## src/rtl/seg_pkg.sv

```systemverilog
`default_nettype none
// ============================================================================
// Module      : seg_pkg
// Description : Shared constants and types for the seven-segment scan
//               controller. Segment patterns are {g,f,e,d,c,b,a}, active low.
// Revision    : 1.0 - initial release
// ============================================================================
package seg_pkg;

    localparam int NUM_DIGITS = 8;

    localparam logic [6:0] SEG_BLANK = 7'h7F;
    localparam logic [6:0] SEG_DASH  = 7'h3F;

    localparam logic [6:0] SEG_DIGIT [0:9] = '{
        7'h40, 7'h79, 7'h24, 7'h30, 7'h19,
        7'h12, 7'h02, 7'h78, 7'h00, 7'h10
    };

    typedef enum logic [0:0] {
        ST_BLANK = 1'b0,
        ST_DRIVE = 1'b1
    } scan_state_t;

endpackage
`default_nettype wire

```

## src/rtl/seg_scan_ctrl_if.sv

```systemverilog
`default_nettype none
// ============================================================================
// Module      : seg_scan_ctrl_if
// Description : Bundle between the score logic and the scan controller.
//               master : score side (drives digits, reads display pins)
//               slave  : scan controller
//   digits_bcd  digit i value in [4i+3:4i], digit 0 rightmost
//   dp_in       decimal point request per digit (1 = lit)
//   digit_en    per-digit enable
//   lz_blank    suppress leading zeros
//   an_n/seg_n/dp_n  active-low display drives
//   digit_idx   digit currently owning the slot
//   frame_start one-cycle pulse at the first cycle of the digit 0 slot
// Revision    : 1.0 - initial release
// ============================================================================
interface seg_scan_ctrl_if;
    import seg_pkg::*;

    localparam int IDX_W = $clog2(NUM_DIGITS);

    logic [4*NUM_DIGITS-1:0] digits_bcd;
    logic [NUM_DIGITS-1:0]   dp_in;
    logic [NUM_DIGITS-1:0]   digit_en;
    logic                    lz_blank;
    logic [NUM_DIGITS-1:0]   an_n;
    logic [6:0]              seg_n;
    logic                    dp_n;
    logic [IDX_W-1:0]        digit_idx;
    logic                    frame_start;

    modport master (
        output digits_bcd, dp_in, digit_en, lz_blank,
        input  an_n, seg_n, dp_n, digit_idx, frame_start
    );

    modport slave (
        input  digits_bcd, dp_in, digit_en, lz_blank,
        output an_n, seg_n, dp_n, digit_idx, frame_start
    );

endinterface
`default_nettype wire

```

## src/rtl/seg7_decode.sv

```systemverilog
`default_nettype none
// ============================================================================
// Module      : seg7_decode
// Description : Combinational 4-bit code to active-low segment pattern.
//               0-9 digits, 10 dash, 11-15 blank.
//   code   in  4  digit code
//   seg_n  out 7  {g,f,e,d,c,b,a}, active low
// Revision    : 1.0 - initial release
// ============================================================================
module seg7_decode
    import seg_pkg::*;
(
    input  logic [3:0] code,
    output logic [6:0] seg_n
);

    always_comb begin
        seg_n = SEG_BLANK;
        if (code <= 4'd9) begin
            seg_n = SEG_DIGIT[code];
        end else if (code == 4'd10) begin
            seg_n = SEG_DASH;
        end
    end

endmodule
`default_nettype wire

```

## src/rtl/seg_scan_ctrl.sv

```systemverilog
`default_nettype none
// ============================================================================
// Module      : seg_scan_ctrl
// Description : Time-multiplexed scan controller for an 8-digit seven-segment
//               display. Each digit owns a slot of DIV cycles whose first
//               BLANK_CYCLES cycles keep every anode off (anti-ghosting).
//               Inputs are snapshotted once per frame so a frame never tears.
//   clk    in  system clock
//   rst_n  in  asynchronous active-low reset
//   bus    slave modport of seg_scan_ctrl_if (inputs + display drives)
// Revision    : 1.0 - initial release
// ============================================================================
module seg_scan_ctrl
    import seg_pkg::*;
#(
    parameter int CLK_HZ       = 100_000_000,
    parameter int SLOT_HZ      = 1_000,
    parameter int BLANK_CYCLES = 64
) (
    input  logic            clk,
    input  logic            rst_n,
    seg_scan_ctrl_if.slave  bus
);

    localparam int DIV   = CLK_HZ / SLOT_HZ;
    localparam int CNT_W = $clog2(DIV);
    localparam int IDX_W = $clog2(NUM_DIGITS);

    localparam logic [CNT_W-1:0] c_cnt_last   = CNT_W'(DIV - 1);
    localparam logic [CNT_W-1:0] c_blank_last = CNT_W'(BLANK_CYCLES - 1);
    localparam logic [IDX_W-1:0] c_idx_last   = IDX_W'(NUM_DIGITS - 1);

    scan_state_t             r_state;
    scan_state_t             w_state_nxt;
    logic [CNT_W-1:0]        r_cnt;
    logic [IDX_W-1:0]        r_idx;

    logic [4*NUM_DIGITS-1:0] r_snap_bcd;
    logic [NUM_DIGITS-1:0]   r_snap_dp;
    logic [NUM_DIGITS-1:0]   r_snap_en;
    logic                    r_snap_lz;

    logic [NUM_DIGITS-1:0]   r_an_n;
    logic [6:0]              r_seg_n;
    logic                    r_dp_n;
    logic                    r_frame_start;

    logic                    w_cnt_last;
    logic                    w_frame_wrap;
    logic [3:0]              w_code;
    logic [6:0]              w_seg;
    logic [NUM_DIGITS-1:0]   w_lz_mask;
    logic                    w_visible;
    logic [NUM_DIGITS-1:0]   w_an_nxt;
    logic [6:0]              w_seg_nxt;
    logic                    w_dp_nxt;

    assign w_cnt_last   = (r_cnt == c_cnt_last);
    assign w_frame_wrap = w_cnt_last && (r_idx == c_idx_last);

    // Digit i is a leading zero when it and every higher digit are zero.
    // Digit 0 is never suppressed, so the mask bit stays clear.
    always_comb begin : p_lz_mask
        logic zero_run;
        zero_run  = 1'b1;
        w_lz_mask = '0;
        for (int i = NUM_DIGITS - 1; i >= 1; i--) begin
            zero_run     = zero_run && (r_snap_bcd[4*i +: 4] == 4'd0);
            w_lz_mask[i] = r_snap_lz && zero_run;
        end
    end

    assign w_code    = r_snap_bcd[{r_idx, 2'b00} +: 4];
    assign w_visible = r_snap_en[r_idx] && !w_lz_mask[r_idx];

    seg7_decode u_decode (
        .code  (w_code),
        .seg_n (w_seg)
    );

    // Next state plus next output values. Outputs are registered from the
    // next state so they change on the same edge as the state itself.
    always_comb begin
        w_state_nxt = r_state;
        w_an_nxt    = '1;
        w_seg_nxt   = SEG_BLANK;
        w_dp_nxt    = 1'b1;
        case (r_state)
            ST_BLANK: if (r_cnt == c_blank_last) w_state_nxt = ST_DRIVE;
            ST_DRIVE: if (w_cnt_last)            w_state_nxt = ST_BLANK;
            default:                             w_state_nxt = ST_BLANK;
        endcase
        if ((w_state_nxt == ST_DRIVE) && w_visible) begin
            w_an_nxt  = ~(NUM_DIGITS'(1) << r_idx);
            w_seg_nxt = w_seg;
            w_dp_nxt  = ~r_snap_dp[r_idx];
        end
    end

    always_ff @(posedge clk or negedge rst_n) begin
        if (!rst_n) begin
            r_state <= ST_BLANK;
        end else begin
            r_state <= w_state_nxt;
        end
    end

    // The enable snapshot resets to all-ones so the first frame after reset
    // shows the all-zero snapshot as "0" digits instead of a dark display.
    always_ff @(posedge clk or negedge rst_n) begin
        if (!rst_n) begin
            r_cnt         <= '0;
            r_idx         <= '0;
            r_snap_bcd    <= '0;
            r_snap_dp     <= '0;
            r_snap_en     <= '1;
            r_snap_lz     <= 1'b0;
            r_an_n        <= '1;
            r_seg_n       <= SEG_BLANK;
            r_dp_n        <= 1'b1;
            r_frame_start <= 1'b0;
        end else begin
            r_cnt <= w_cnt_last ? '0 : r_cnt + 1'b1;
            if (w_cnt_last) begin
                r_idx <= (r_idx == c_idx_last) ? '0 : r_idx + 1'b1;
            end
            if (w_frame_wrap) begin
                r_snap_bcd <= bus.digits_bcd;
                r_snap_dp  <= bus.dp_in;
                r_snap_en  <= bus.digit_en;
                r_snap_lz  <= bus.lz_blank;
            end
            r_frame_start <= w_frame_wrap;
            r_an_n        <= w_an_nxt;
            r_seg_n       <= w_seg_nxt;
            r_dp_n        <= w_dp_nxt;
        end
    end

    assign bus.an_n        = r_an_n;
    assign bus.seg_n       = r_seg_n;
    assign bus.dp_n        = r_dp_n;
    assign bus.digit_idx   = r_idx;
    assign bus.frame_start = r_frame_start;

endmodule
`default_nettype wire

```

## src/flat_wrapper.sv

```systemverilog
// flat-port wrapper written by rule: the top's interface ports become plain ports
module seg_scan_ctrl_flat import seg_pkg::*;
#(
    parameter int CLK_HZ       = 100_000_000,
    parameter int SLOT_HZ      = 1_000,
    parameter int BLANK_CYCLES = 64
)
  (clk, rst_n, bus_digits_bcd, bus_dp_in, bus_digit_en, bus_lz_blank, bus_an_n, bus_seg_n, bus_dp_n, bus_digit_idx, bus_frame_start);
  seg_scan_ctrl_if bus_i ();
  input  logic clk;
  input  logic rst_n;
  input wire logic [$bits(bus_i.digits_bcd)-1:0] bus_digits_bcd;
  input wire logic [$bits(bus_i.dp_in)-1:0] bus_dp_in;
  input wire logic [$bits(bus_i.digit_en)-1:0] bus_digit_en;
  input wire logic [$bits(bus_i.lz_blank)-1:0] bus_lz_blank;
  output wire logic [$bits(bus_i.an_n)-1:0] bus_an_n;
  output wire logic [$bits(bus_i.seg_n)-1:0] bus_seg_n;
  output wire logic [$bits(bus_i.dp_n)-1:0] bus_dp_n;
  output wire logic [$bits(bus_i.digit_idx)-1:0] bus_digit_idx;
  output wire logic [$bits(bus_i.frame_start)-1:0] bus_frame_start;
  assign bus_i.digits_bcd = bus_digits_bcd;
  assign bus_i.dp_in = bus_dp_in;
  assign bus_i.digit_en = bus_digit_en;
  assign bus_i.lz_blank = bus_lz_blank;
  assign bus_an_n = bus_i.an_n;
  assign bus_seg_n = bus_i.seg_n;
  assign bus_dp_n = bus_i.dp_n;
  assign bus_digit_idx = bus_i.digit_idx;
  assign bus_frame_start = bus_i.frame_start;
  seg_scan_ctrl #(.CLK_HZ(CLK_HZ), .SLOT_HZ(SLOT_HZ), .BLANK_CYCLES(BLANK_CYCLES)) u_core (.clk(clk), .rst_n(rst_n), .bus(bus_i));
endmodule
```

## config.mk

```make
export PLATFORM = sky130hd
export DESIGN_NAME = seg_scan_ctrl_flat
export DESIGN_NICKNAME = d
export VERILOG_FILES = /design/src/rtl/seg_pkg.sv /design/src/rtl/seg_scan_ctrl_if.sv /design/src/rtl/seg7_decode.sv /design/src/rtl/seg_scan_ctrl.sv /design/src/flat_wrapper.sv
export SDC_FILE = /design/constraint.sdc
export NUM_CORES = 1
export LEC_CHECK = 0
export BUFFER_PORTS_ARGS = -buffer_cell sky130_fd_sc_hd__buf_4
export CORE_ASPECT_RATIO = 0.5
export CORE_MARGIN = 5
export CORE_UTILIZATION = 50
export CTS_BUF_LIST = sky130_fd_sc_hd__clkbuf_16
export CTS_CLUSTER_DIAMETER = 60
export DETAILED_ROUTE_END_ITERATION = 10
export PLACE_DENSITY = 0.81
export SKIP_LAST_GASP = 1
export SLEW_MARGIN = 20
export SYNTH_ARGS = -nofsm -noshare
export SYNTH_HDL_FRONTEND = slang
export SYNTH_HIERARCHICAL = 1
export SYNTH_SLANG_ARGS = --single-unit
```

## constraint.sdc

```tcl
create_clock -name clk -period 3.7 [get_ports clk]
set_input_delay 0.555 -clock clk [delete_from_list [all_inputs] [get_ports clk]]
set_output_delay 0.555 -clock clk [all_outputs]
set_load 0.005 [all_outputs]
```

==> results.json, run 1 <==
{
  "power.ir.vdd_worst_mv": 0.226,
  "timing.critical_path.from_type": "flip-flop",
  "cts_post_setup_buffers_inserted": 0,
  "antenna_violating_nets_post_route": 0,
  "groute.usage.overall_pct": 18.8,
  "class_of_the_most_critical_setup_path": "flip-flop to flip-flop",
  "place.port_buffers": 70,
  "clock_insertion_delay_worst_skew_ns": 0.34,
  "post_cts.resized_instances": 0,
  "detailedRoute.firstIterationViolations": 288,
  "cts_root_buffer": "sky130_fd_sc_hd__clkbuf_16",
  "utilization_pct": 63.0,
  "global_route.overflow_total": 0,
  "synth-async-reset-ratio_pct": 100,
  "compound_cell_area_share_of_the_yosys_netlist_pct": 4.07,
  "cp.required_ns": 3.96,
  "power.static_leakage_nw": 2.25,
  "hold_ws_ns": 0.273,
  "pin_count": 71,
  "hold_viol": 0,
  "synthesis.instances": 426,
  "main_combinational_cell_family_by_area_after_synthesis": "simple AND/OR/NAND/NOR gates",
  "crit_fanout": 19,
  "cts_max_path_buffers": 2,
  "area_growth_syn_to_layout_pct": 21.0,
  "final_layout_size_suffix_gt1_share_pct": 27.4,
  "yosys-top-cells-count": "sky130_fd_sc_hd__nand2_1 (181), sky130_fd_sc_hd__dfrtp_1 (63), sky130_fd_sc_hd__dfstp_2 (24), sky130_fd_sc_hd__nand3_1 (13)",
  "critical_path.reg2reg.endpoint": "u_core/bus.seg_n[6]$_DFF_PN1_",
  "first_pass_grt_wire_length_um": 15500,
  "synth_warnings": 6,
  "synth_edf_count": 0,
  "routabilityCongestion": 0.886,
  "drt_drc_violations_left": 0,
  "post_dp_cell_area_mm2": 0.00481,
  "avgSynthCellArea_um2": 9.88,
  "first_pass_iters": 5,
  "synthesis.nets": 489,
  "dominant_cell_by_count_in_the_synthesized_netlist": "sky130_fd_sc_hd__nand2_1",
  "clock_skew_ns": 0.0108,
  "tritoncts": "built",
  "timing.rr.start": "u_core/bus.digit_idx[1]$_DFFE_PN0N_",
  "hold_path.class": "primary input to asynchronous set/reset pin",
  "post_synth_fa_ha_maj_area_fraction_pct": 3.57,
  "p_per_cell_area_mw_per_mm2": 367,
  "routed_wire_length_per_instance_um": 15.2,
  "antennaDiodeCount": 0,
  "clock_sinks": 87,
  "worst-slew-pin-transition_ns": 1.05,
  "synth_top_area_cell": "sky130_fd_sc_hd__dfrtp_1",
  "final_net_count": 555,
  "final_max_slew_viol_count": 0,
  "synthFlopType": "sky130_fd_sc_hd__dfrtp_1",
  "synth.ff_latch_count": 87,
  "status": "complete, no violations",
  "core.rowCount": 23,
  "tns_ns": 0,
  "largest_net_degree_at_the_start_of_global_routing": 88,
  "post_synth_and_or_nand_nor_area_fraction_pct": 27.6,
  "fillerInstances": 663,
  "synth_top_area_share_pct": 37.5,
  "cts.reportedPaths.clkPinSlew_ns": 0.06,
  "cp-end-kind": "flip-flop",
  "report.final.setup_viol": 0,
  "floorplan.die_area_mm2": 0.0105,
  "totalPowerFinal_mw": 1.87,
  "height_of_the_die_um": 74.9,
  "grt_antenna_before_repair": 0,
  "vias": 3220,
  "maxSlewHeadroom_pct": 29.6,
  "synth_cell_types": 52,
  "design_area_mm2": 0.00509,
  "max_freq_mhz": 394,
  "rr_worst_depth": 8,
  "routed_via_density": 5.29,
  "rrSetupSlack_ns": 1.16,
  "synth_seq_area_share_pct": 52.4,
  "initial_core_util_pct": 52.1,
  "post_synth_xor_area_fraction_pct": 2.71,
  "synth_area_mm2": 0.00421,
  "synth_mux_area_share_pct": 6.51,
  "cts_buffers": 9,
  "rsz_0062_raised_after_global_routing": "false",
  "die_width_um": 140,
  "hold_buffers": 0,
  "grt_pass1_vias": 3165,
  "layout_min_cycle_time_ns": 2.54,
  "core_mm2": 0.00809,
  "dp_hpwl_um": 6430,
  "drv.max_cap_violation_count": 0,
  "drt-total-wl_um": 9260,
  "arrival_ns": 2.80,
  "cts.htree.levels": 3,
  "ys_top_cells_by_area": "sky130_fd_sc_hd__dfrtp_1 (37%), sky130_fd_sc_hd__nand2_1 (16%), sky130_fd_sc_hd__dfstp_2 (15%)",
  "finalCritPeriodShare_pct": 68.6
}
==> kinds of logic after synthesis <==
family | count (synthesis)
compound gates | 22
xor+xnor | 13
fa+ha+maj | 12
buf+inv | 27
flops | 87
mux | 12
simple gates | 253
==> metal layers <==
| layer | vias up | GRT usage [%] | part of all wire [%] |
|---|---|---|---|
| met5 | - | 0 | 0 |
| met4 | 0 | 6.44 | 1.9 |
| met3 | 18 | 5.27 | 5.7 |
| met2 | 120 | 30.9 | 48 |
| met1 | 1534 | 24.7 | 45 |
| li1 | 1548 | - | - |
==> stage by stage <==
step                      setup WS [ns]  std cells
after floorplan                    1.09        426
after global placement             1.25        593
after detailed placement           1.20        593
after CTS                          1.16        609
after global routing              0.973        609
final                              1.16        609
==> layout by cell type (no fill, tap or decap), types with 4 or more instances in the layout <==
cell	n
sky130_fd_sc_hd__buf_4	72
sky130_fd_sc_hd__mux4_2	11
sky130_fd_sc_hd__dfstp_2	24
sky130_fd_sc_hd__clkbuf_16	9
sky130_fd_sc_hd__nand3b_1	7
sky130_fd_sc_hd__nand2_1	181
sky130_fd_sc_hd__nor4_1	6
sky130_fd_sc_hd__nor2_1	11
sky130_fd_sc_hd__inv_1	11
sky130_fd_sc_hd__xnor2_1	9
sky130_fd_sc_hd__xor2_1	4
sky130_fd_sc_hd__dfrtp_1	63
sky130_fd_sc_hd__ha_1	12
sky130_fd_sc_hd__o21ai_0	7
sky130_fd_sc_hd__nand4_1	8
sky130_fd_sc_hd__nand3_1	13
==> worst max-delay path, stage by stage, from the launching register on <==
cell	delay, ns
sky130_fd_sc_hd__dfrtp_1	0.78
sky130_fd_sc_hd__mux4_2	0.34
sky130_fd_sc_hd__nand2_1	0.05
sky130_fd_sc_hd__nand2_1	0.15
sky130_fd_sc_hd__inv_1	0.11
sky130_fd_sc_hd__ha_1	0.24
sky130_fd_sc_hd__or4b_1	0.52
sky130_fd_sc_hd__a31oi_1	0.15
sky130_fd_sc_hd__nand3b_1	0.12
==> worst max-delay path by stage <==
| stage | startpoint | to | slack (ns) |
|---|---|---|---|
| global route | u_core/bus.digit_idx[1]$_DFFE_PN0N_ | u_core/bus.seg_n[6]$_DFF_PN1_ | 0.97 |
| global placement | u_core/bus.digit_idx[0]$_DFFE_PN0N_ | u_core/bus.seg_n[6]$_DFF_PN1_ | 1.25 |
| floorplan | u_core/bus.digit_idx[0]$_DFFE_PN0N_ | u_core/bus.seg_n[6]$_DFF_PN1_ | 1.09 |
| CTS | u_core/bus.digit_idx[1]$_DFFE_PN0N_ | u_core/bus.seg_n[6]$_DFF_PN1_ | 1.16 |
| detailed placement | u_core/bus.digit_idx[1]$_DFFE_PN0N_ | u_core/bus.seg_n[6]$_DFF_PN1_ | 1.20 |
| finish | u_core/bus.digit_idx[1]$_DFFE_PN0N_ | u_core/bus.seg_n[6]$_DFF_PN1_ | 1.16 |
==> sequential cells by signal, summed over array words and instances (netlist names), 3 cells and up <==
register / count
u_core/r_snap_bcd: 32
u_core/r_cnt: 17
u_core/bus.an_n: 8
u_core/r_snap_dp: 8
u_core/r_snap_en: 8
u_core/bus.seg_n: 7
u_core/bus.digit_idx: 3
==> power breakdown <==
group / switching (mW) / internal, mW / total, mW
combinational: 0.0245 / 0.0336 / 0.0581
clock: 0.346 / 0.512 / 0.858
sequential: 0 / 0.953 / 0.953
==> cell type report <==
type                       count  area (µm²)  area share (%)
tap                          112         140            2.75
multi-input combinational    312        1880            36.9
clock inverter                 7        57.6            1.13
inverter                       9        33.8           0.663
timing repair buffer          73         552            10.8
sequential                    87        2210            43.3
clock buffer                   9         225            4.42
(Power assumes the default switching activity.)
==> run 2, diff against run 1 <==
==> constraint.sdc (replaced) <==
create_clock -name clk -period 2.5 [get_ports clk]
set_input_delay 0.375 -clock clk [delete_from_list [all_inputs] [get_ports clk]]
set_output_delay 0.375 -clock clk [all_outputs]
set_load 0.005 [all_outputs]
==> run 2 against run 1 <==
Net effect:
- sequential power up 48%
- clock-buffer cell count did not move
- power up 48%
- routed wire length increased by 0.52%
- final cell count grew 0.66%
- die area unchanged
==> results.json, run 2 (same netlist as run 1, synthesis figures left out) <==
{
  "status": "complete, no violations",
  "area_growth_syn_to_layout_pct": 22.7,
  "cts.reportedPaths.clkPinSlew_ns": 0.06,
  "vias": 3259,
  "cts.htree.levels": 3,
  "routed_via_density": 5.32,
  "drt_drc_violations_left": 0,
  "largest_register": "u_core/r_snap_bcd",
  "layout_min_cycle_time_ns": 2.30,
  "die_width_um": 140,
  "cp-end-kind": "flip-flop",
  "final_common_cell": "sky130_fd_sc_hd__nand2_1",
  "p_per_cell_area_mw_per_mm2": 535,
  "max_reg_flops": 32,
  "max_freq_mhz": 435,
  "rsz_0062_raised_after_global_routing": "false",
  "crit_slowest_cell": "sky130_fd_sc_hd__mux4_2",
  "power.ir.vdd_worst_mv": 0.322,
  "timing.critical_path.from_type": "flip-flop",
  "post_cts.resized_instances": 0,
  "routed_wire_length_per_instance_um": 15.2,
  "critical_path.cell_chain": "mux4_2 -> nand2_1 -> nand2_1 -> ha_1 -> or4b_1 -> a31oi_1 -> nand3b_1",
  "grt_pass1_vias": 3339,
  "drv.max_cap_violation_count": 0,
  "power.clock.fraction_pct": 45.7,
  "place.port_buffers": 70,
  "drt-total-wl_um": 9310,
  "power.static_leakage_nw": 2.28,
  "rrSetupSlack_ns": 0.20,
  "largest_net_degree_at_the_start_of_global_routing": 51,
  "class_of_the_most_critical_setup_path": "flip-flop to flip-flop",
  "routabilityCongestion": 0.857,
  "final_max_slew_viol_count": 0,
  "number_of_buffer_and_inverter_instances_along_the_worst_setup_path": 0,
  "commonest_cells_after_routing_fill_and_taps_aside": "sky130_fd_sc_hd__nand2_1 (181), sky130_fd_sc_hd__buf_4 (75), sky130_fd_sc_hd__dfrtp_1 (62)",
  "floorplan.die_area_mm2": 0.0105,
  "combPwrFrac_pct": 3.2,
  "critical-path-top-delay-family": "simple AND/OR/NAND/NOR gates",
  "final_layout_size_suffix_gt1_share_pct": 28.7,
  "hold_buffers": 0,
  "first_pass_grt_wire_length_um": 16100,
  "power.net_switching_mw": 0.545,
  "antenna_violating_nets_post_route": 0,
  "cts_root_buffer": "sky130_fd_sc_hd__clkbuf_16",
  "fillerInstances": 638,
  "p_sw_share_pct": 19.7,
  "core.rowCount": 23,
  "clock_skew_ns": 0.00517,
  "report.final.setup_viol": 0,
  "utilization_pct": 63.8,
  "height_of_the_die_um": 74.9,
  "antennaDiodeCount": 0,
  "finalCritPeriodShare_pct": 92.0,
  "clock_insertion_delay_worst_skew_ns": 0.34,
  "cts_max_path_buffers": 2,
  "arrival_ns": 2.58,
  "first_pass_iters": 5,
  "cts_buffers": 9,
  "hold_path.class": "primary input to asynchronous set/reset pin",
  "detailedRoute.firstIterationViolations": 167,
  "critical-path-max-stage-delay_ns": 0.53,
  "core_mm2": 0.00809,
  "initial_core_util_pct": 52.1,
  "tritoncts": "built",
  "p_int_mw": 2.22,
  "biggestRegsByFlops": "u_core/r_snap_bcd: 32 flops, u_core/r_cnt: 17 flops",
  "worst-slew-pin-transition_ns": 0.543,
  "global_route.overflow_total": 0,
  "groute.usage.overall_pct": 19.6,
  "dp_hpwl_um": 6930,
  "power_frac_seq_pct": 51.0,
  "crit_fanout": 7,
  "grt_antenna_before_repair": 0,
  "tns_ns": 0,
  "cp.required_ns": 2.78,
  "crit_top_cell": "sky130_fd_sc_hd__nand2_1",
  "final_net_count": 560,
  "cts_post_setup_buffers_inserted": 0,
  "pin_count": 71,
  "clock_sinks": 87,
  "hold_viol": 0,
  "maxSlewHeadroom_pct": 63.8
}
==> run 2: cell count changes in the layout (fill, tap and decap cells not counted), sizes merged <==
| cell | before | now |
|---|---|---|
| clkinvlp | 0 | 1 |
| buf | 73 | 78 |
| clkinv | 3 | 2 |
| inv | 12 | 11 |
==> run 2: path summary, 6_finish.rpt <==
kind                                                    to  cells past startpoint                           startpoint
min reg2reg                u_core/r_snap_en[4]$_DFFE_PN1P_                      2      u_core/r_snap_en[4]$_DFFE_PN1P_
max in group asynchronous    u_core/bus.seg_n[1]$_DFF_PN1_                      2                                rst_n
min in group clk           u_core/r_snap_dp[2]$_DFFE_PN0P_                      3                         bus_dp_in[2]
max                          u_core/bus.seg_n[6]$_DFF_PN1_                      7  u_core/bus.digit_idx[0]$_DFFE_PN0N_
min                        u_core/r_snap_dp[1]$_DFFE_PN0P_                      1                                rst_n
max reg2reg                  u_core/bus.seg_n[6]$_DFF_PN1_                      7  u_core/bus.digit_idx[0]$_DFFE_PN0N_
==> run 2: through the flow <==
step	total power, mW	std cells	hold WS [ns]	area [µm²]	worst slack [ns]
after floorplan	1.44	426	0.0794	4220	0.0202
after detailed placement	1.53	598	0.397	4880	0.0799
after global placement	1.52	598	0.387	4880	0.167
after CTS	2.80	613	0.0306	5160	0.0813
final	2.76	613	0.0139	5160	0.199
after global routing	2.87	613	0.0521	5160	0.0144
==> run 2: cell type report <==
class | instances | area (µm²) | share of cell area (%)
well taps | 112 | 140 | 2.71
flip-flops and latches | 87 | 2210 | 42.8
inverters | 9 | 33.8 | 0.654
multi-input cells | 312 | 1880 | 36.4
clock inverters | 6 | 55.1 | 1.07
repair buffers | 78 | 623 | 12.1
clock buffers | 9 | 225 | 4.36
==> run 2: power groups by stage <==
stage               registers, mW  clock network, mW  logic (mW)
finish                       1.41               1.26      0.0892
detailed placement           1.43                  0      0.0917
floorplan                    1.43                  0    0.000870
CTS                          1.41               1.30      0.0920
global placement             1.43                  0      0.0901
global route                 1.41               1.36       0.100
==> run 2: per-layer routing <==
metal / vias to the layer above / track usage [%] / share of wire, %
li1: 1556 / - / -
met1: 1578 / 26.5 / 45
met2: 109 / 31.7 / 47
met3: 16 / 4.06 / 6.1
met4: 0 / 8.49 / 1.8
met5: - / 0 / 0
==> run 3, diff against run 2 <==
--- a/config.mk
+++ b/config.mk
@@ -5,6 +5,7 @@
 export SDC_FILE = /design/constraint.sdc
 export NUM_CORES = 1
 export LEC_CHECK = 0
+export ABC_AREA = 1
 export BUFFER_PORTS_ARGS = -buffer_cell sky130_fd_sc_hd__buf_4
 export CORE_ASPECT_RATIO = 0.5
 export CORE_MARGIN = 5
@@ -12,7 +13,8 @@
 export CTS_BUF_LIST = sky130_fd_sc_hd__clkbuf_16
 export CTS_CLUSTER_DIAMETER = 60
 export DETAILED_ROUTE_END_ITERATION = 10
-export PLACE_DENSITY = 0.81
+export GPL_ROUTABILITY_DRIVEN = 1
+export PLACE_DENSITY = 0.8
 export SKIP_LAST_GASP = 1
 export SLEW_MARGIN = 20
 export SYNTH_ARGS = -nofsm -noshare
==> run 3 against run 2 <==
Net effect:
- critical path depth is 4 higher
- synthesized cell count is 47% higher
- global-route usage is 0.67 points lower
- cell area is 12% higher
- clock-buffer cell count stayed put
- largest power group unchanged
- critical path type unchanged
==> results.json, run 3 <==
{
  "largest_register": "u_core/r_snap_bcd",
  "timing.critical_path.from_type": "flip-flop",
  "core_mm2": 0.00942,
  "final_net_count": 762,
  "synthesis.nets": 690,
  "synthFlopType": "sky130_fd_sc_hd__dfrtp_1",
  "cp.required_ns": 2.76,
  "maxSlewHeadroom_pct": 57.4,
  "class_of_the_most_critical_setup_path": "flip-flop to flip-flop",
  "synth.ff_latch_count": 87,
  "largest_net_degree_at_the_start_of_global_routing": 57,
  "rsz_0062_raised_after_global_routing": "false",
  "area_growth_syn_to_layout_pct": 19.9,
  "max_freq_mhz": 451,
  "arrival_ns": 2.48,
  "cts_root_buffer": "sky130_fd_sc_hd__clkbuf_16",
  "fillerInstances": 799,
  "core.rowCount": 25,
  "top_usage_layer": "met2",
  "place.port_buffers": 70,
  "cts.reportedPaths.clkPinSlew_ns": 0.06,
  "utilization_pct": 61.4,
  "final_common_cell": "sky130_fd_sc_hd__inv_1",
  "die_width_um": 149,
  "synth_top_area_share_pct": 32.7,
  "synth_warnings": 6,
  "dominant_cell_by_count_in_the_synthesized_netlist": "sky130_fd_sc_hd__inv_1",
  "p_per_cell_area_mw_per_mm2": 463,
  "synth-async-reset-ratio_pct": 100,
  "height_of_the_die_um": 79.4,
  "first_pass_grt_wire_length_um": 17900,
  "synthesis.instances": 627,
  "drt_drc_violations_left": 0,
  "final_max_slew_viol_count": 0,
  "final_layout_size_suffix_gt1_share_pct": 27.6,
  "power.static_leakage_nw": 3.35,
  "yosys-top-cells-count": "sky130_fd_sc_hd__inv_1 (123), sky130_fd_sc_hd__nand2_1 (110), sky130_fd_sc_hd__dfrtp_1 (63), sky130_fd_sc_hd__nor2_1 (51), sky130_fd_sc_hd__nand3_1 (43)",
  "tritoncts": "built",
  "cts_max_path_buffers": 2,
  "tns_ns": 0,
  "hold_path.class": "primary input to flip-flop",
  "groute.usage.overall_pct": 18.9,
  "worst-slew-pin-transition_ns": 0.640,
  "global_route.overflow_total": 0,
  "first_pass_iters": 5,
  "clock_sinks": 87,
  "timing.rr.start": "u_core/bus.digit_idx[1]$_DFFE_PN0N_",
  "cts.htree.levels": 3,
  "cp-end-kind": "flip-flop",
  "antenna_violating_nets_post_route": 0,
  "vias": 4034,
  "critical_path.reg2reg.endpoint": "u_core/bus.seg_n[3]$_DFF_PN1_",
  "avgSynthCellArea_um2": 7.69,
  "floorplan.die_area_mm2": 0.0118,
  "power.ir.vdd_worst_mv": 0.304,
  "drt-total-wl_um": 10600,
  "ys_top_cells_by_area": "sky130_fd_sc_hd__dfrtp_1 (33%), sky130_fd_sc_hd__dfstp_2 (13%), sky130_fd_sc_hd__inv_1 (9.6%)",
  "max_reg_flops": 32,
  "hold_viol": 0,
  "synth_edf_count": 0,
  "synth_area_mm2": 0.00482,
  "status": "complete, no violations",
  "rr_worst_depth": 11,
  "use_met3_pct": 4.71,
  "synth_top_area_cell": "sky130_fd_sc_hd__dfrtp_1",
  "routed_wire_length_per_instance_um": 12.6,
  "synth_cell_types": 32,
  "detailedRoute.firstIterationViolations": 222,
  "setup.worst_path.end": "u_core/bus.seg_n[3]$_DFF_PN1_",
  "dp_hpwl_um": 7740,
  "initial_core_util_pct": 51.2,
  "rrSetupSlack_ns": 0.28,
  "antennaDiodeCount": 0,
  "routed_via_density": 4.81,
  "layout_min_cycle_time_ns": 2.22,
  "grt_util_met1_pct": 25.2,
  "grt_antenna_before_repair": 0,
  "commonest_cells_after_routing_fill_and_taps_aside": "sky130_fd_sc_hd__inv_1 (125), sky130_fd_sc_hd__nand2_1 (110), sky130_fd_sc_hd__buf_4 (79)",
  "grt_pass1_vias": 3914,
  "clock_skew_ns": 0.00921,
  "synth_seq_area_share_pct": 45.8,
  "cts_buffers": 9,
  "drv.max_cap_violation_count": 0,
  "crit_fanout": 14,
  "pin_count": 71,
  "finalCritPeriodShare_pct": 88.7,
  "grt_use_met2_pct": 30.6,
  "biggestRegsByFlops": "u_core/r_snap_bcd: 32 flops, u_core/r_cnt: 17 flops",
  "clock_insertion_delay_worst_skew_ns": 0.34,
  "cts_post_setup_buffers_inserted": 0,
  "setup.worst_path.start": "u_core/bus.digit_idx[1]$_DFFE_PN0N_",
  "routabilityCongestion": 0.961,
  "report.final.setup_viol": 0
}
[run 3: per-layer routing]
layer	wire (µm)	share of wire [%]	vias up
li1	-	-	2047
met1	4780	45	1866
met2	5060	48	102
met3	553	5.2	19
met4	162	1.5	0
met5	0	0	-
[run 3: worst min-delay path by stage]
stage	start	end	cells past startpoint
after floorplan	rst_n	u_core/bus.digit_idx[0]$_DFFE_PN0N_	0
after global placement	rst_n	u_core/r_snap_bcd[10]$_DFFE_PN0P_	1
after detailed placement	rst_n	u_core/r_snap_bcd[10]$_DFFE_PN0P_	1
after CTS	bus_dp_in[3]	u_core/r_snap_dp[3]$_DFFE_PN0P_	3
after global routing	bus_digits_bcd[0]	u_core/r_snap_bcd[0]$_DFFE_PN0P_	3
final	bus_dp_in[3]	u_core/r_snap_dp[3]$_DFFE_PN0P_	3
[run 3: cell type report]
class	count	area [µm²]	area share [%]
tap	135	169	2.92
clock buffer	9	225	3.90
multi-input combinational	369	1930	33.5
sequential	87	2210	38.2
clock inverter	7	32.5	0.563
inverter	150	566	9.79
timing repair buffer	82	643	11.1
[run 3: repair_timing]
item | in CTS | in global routing
endpoints found under the setup margin | 0 | 6
hold buffers | 1 | 0
resized for setup | 0 | 1
endpoints found under the hold margin | 27 | 0
[run 3: critical path, cell delays in order, from the launching register on]
cell and delay (ns):
sky130_fd_sc_hd__dfrtp_1 0.38, sky130_fd_sc_hd__buf_4 0.19, sky130_fd_sc_hd__nor2_1 0.37, sky130_fd_sc_hd__o211ai_1 0.16
sky130_fd_sc_hd__nand3_1 0.20, sky130_fd_sc_hd__inv_1 0.11, sky130_fd_sc_hd__ha_1 0.21, sky130_fd_sc_hd__o21ai_2 0.21
sky130_fd_sc_hd__nand2_4 0.09, sky130_fd_sc_hd__o21ai_0 0.09, sky130_fd_sc_hd__inv_1 0.06, sky130_fd_sc_hd__nand3_1 0.08
[run 3: cell families after synthesis]
kind of cell    synth area share, %
xor+xnor                       1.45
buf+inv                        14.2
fa+ha+maj                      3.12
flops                          45.8
compound gates                 12.5
simple gates                   22.9
[run 3: metrics by stage]
step	total power [mW]	hold WS, ns	instances	setup slack [ns]	cell area (µm²)
5_1_grt	2.80	0.218	839	0.0913	5780
4_1_cts	2.71	0.224	839	0.192	5770
2_1_floorplan	1.43	0.0794	627	0.261	4820
3_5_place_dp	1.53	0.347	822	0.215	5500
3_3_place_gp	1.53	0.339	822	0.315	5500
6_report	2.68	0.233	839	0.283	5780
[run 3: report_power, final]
group          switching, mW  internal (mW)  total, mW  leakage [nW]
Combinational         0.0421         0.0529     0.0950          2.10
Clock                  0.517          0.654       1.17         0.133
Sequential                 0           1.41       1.41          1.12
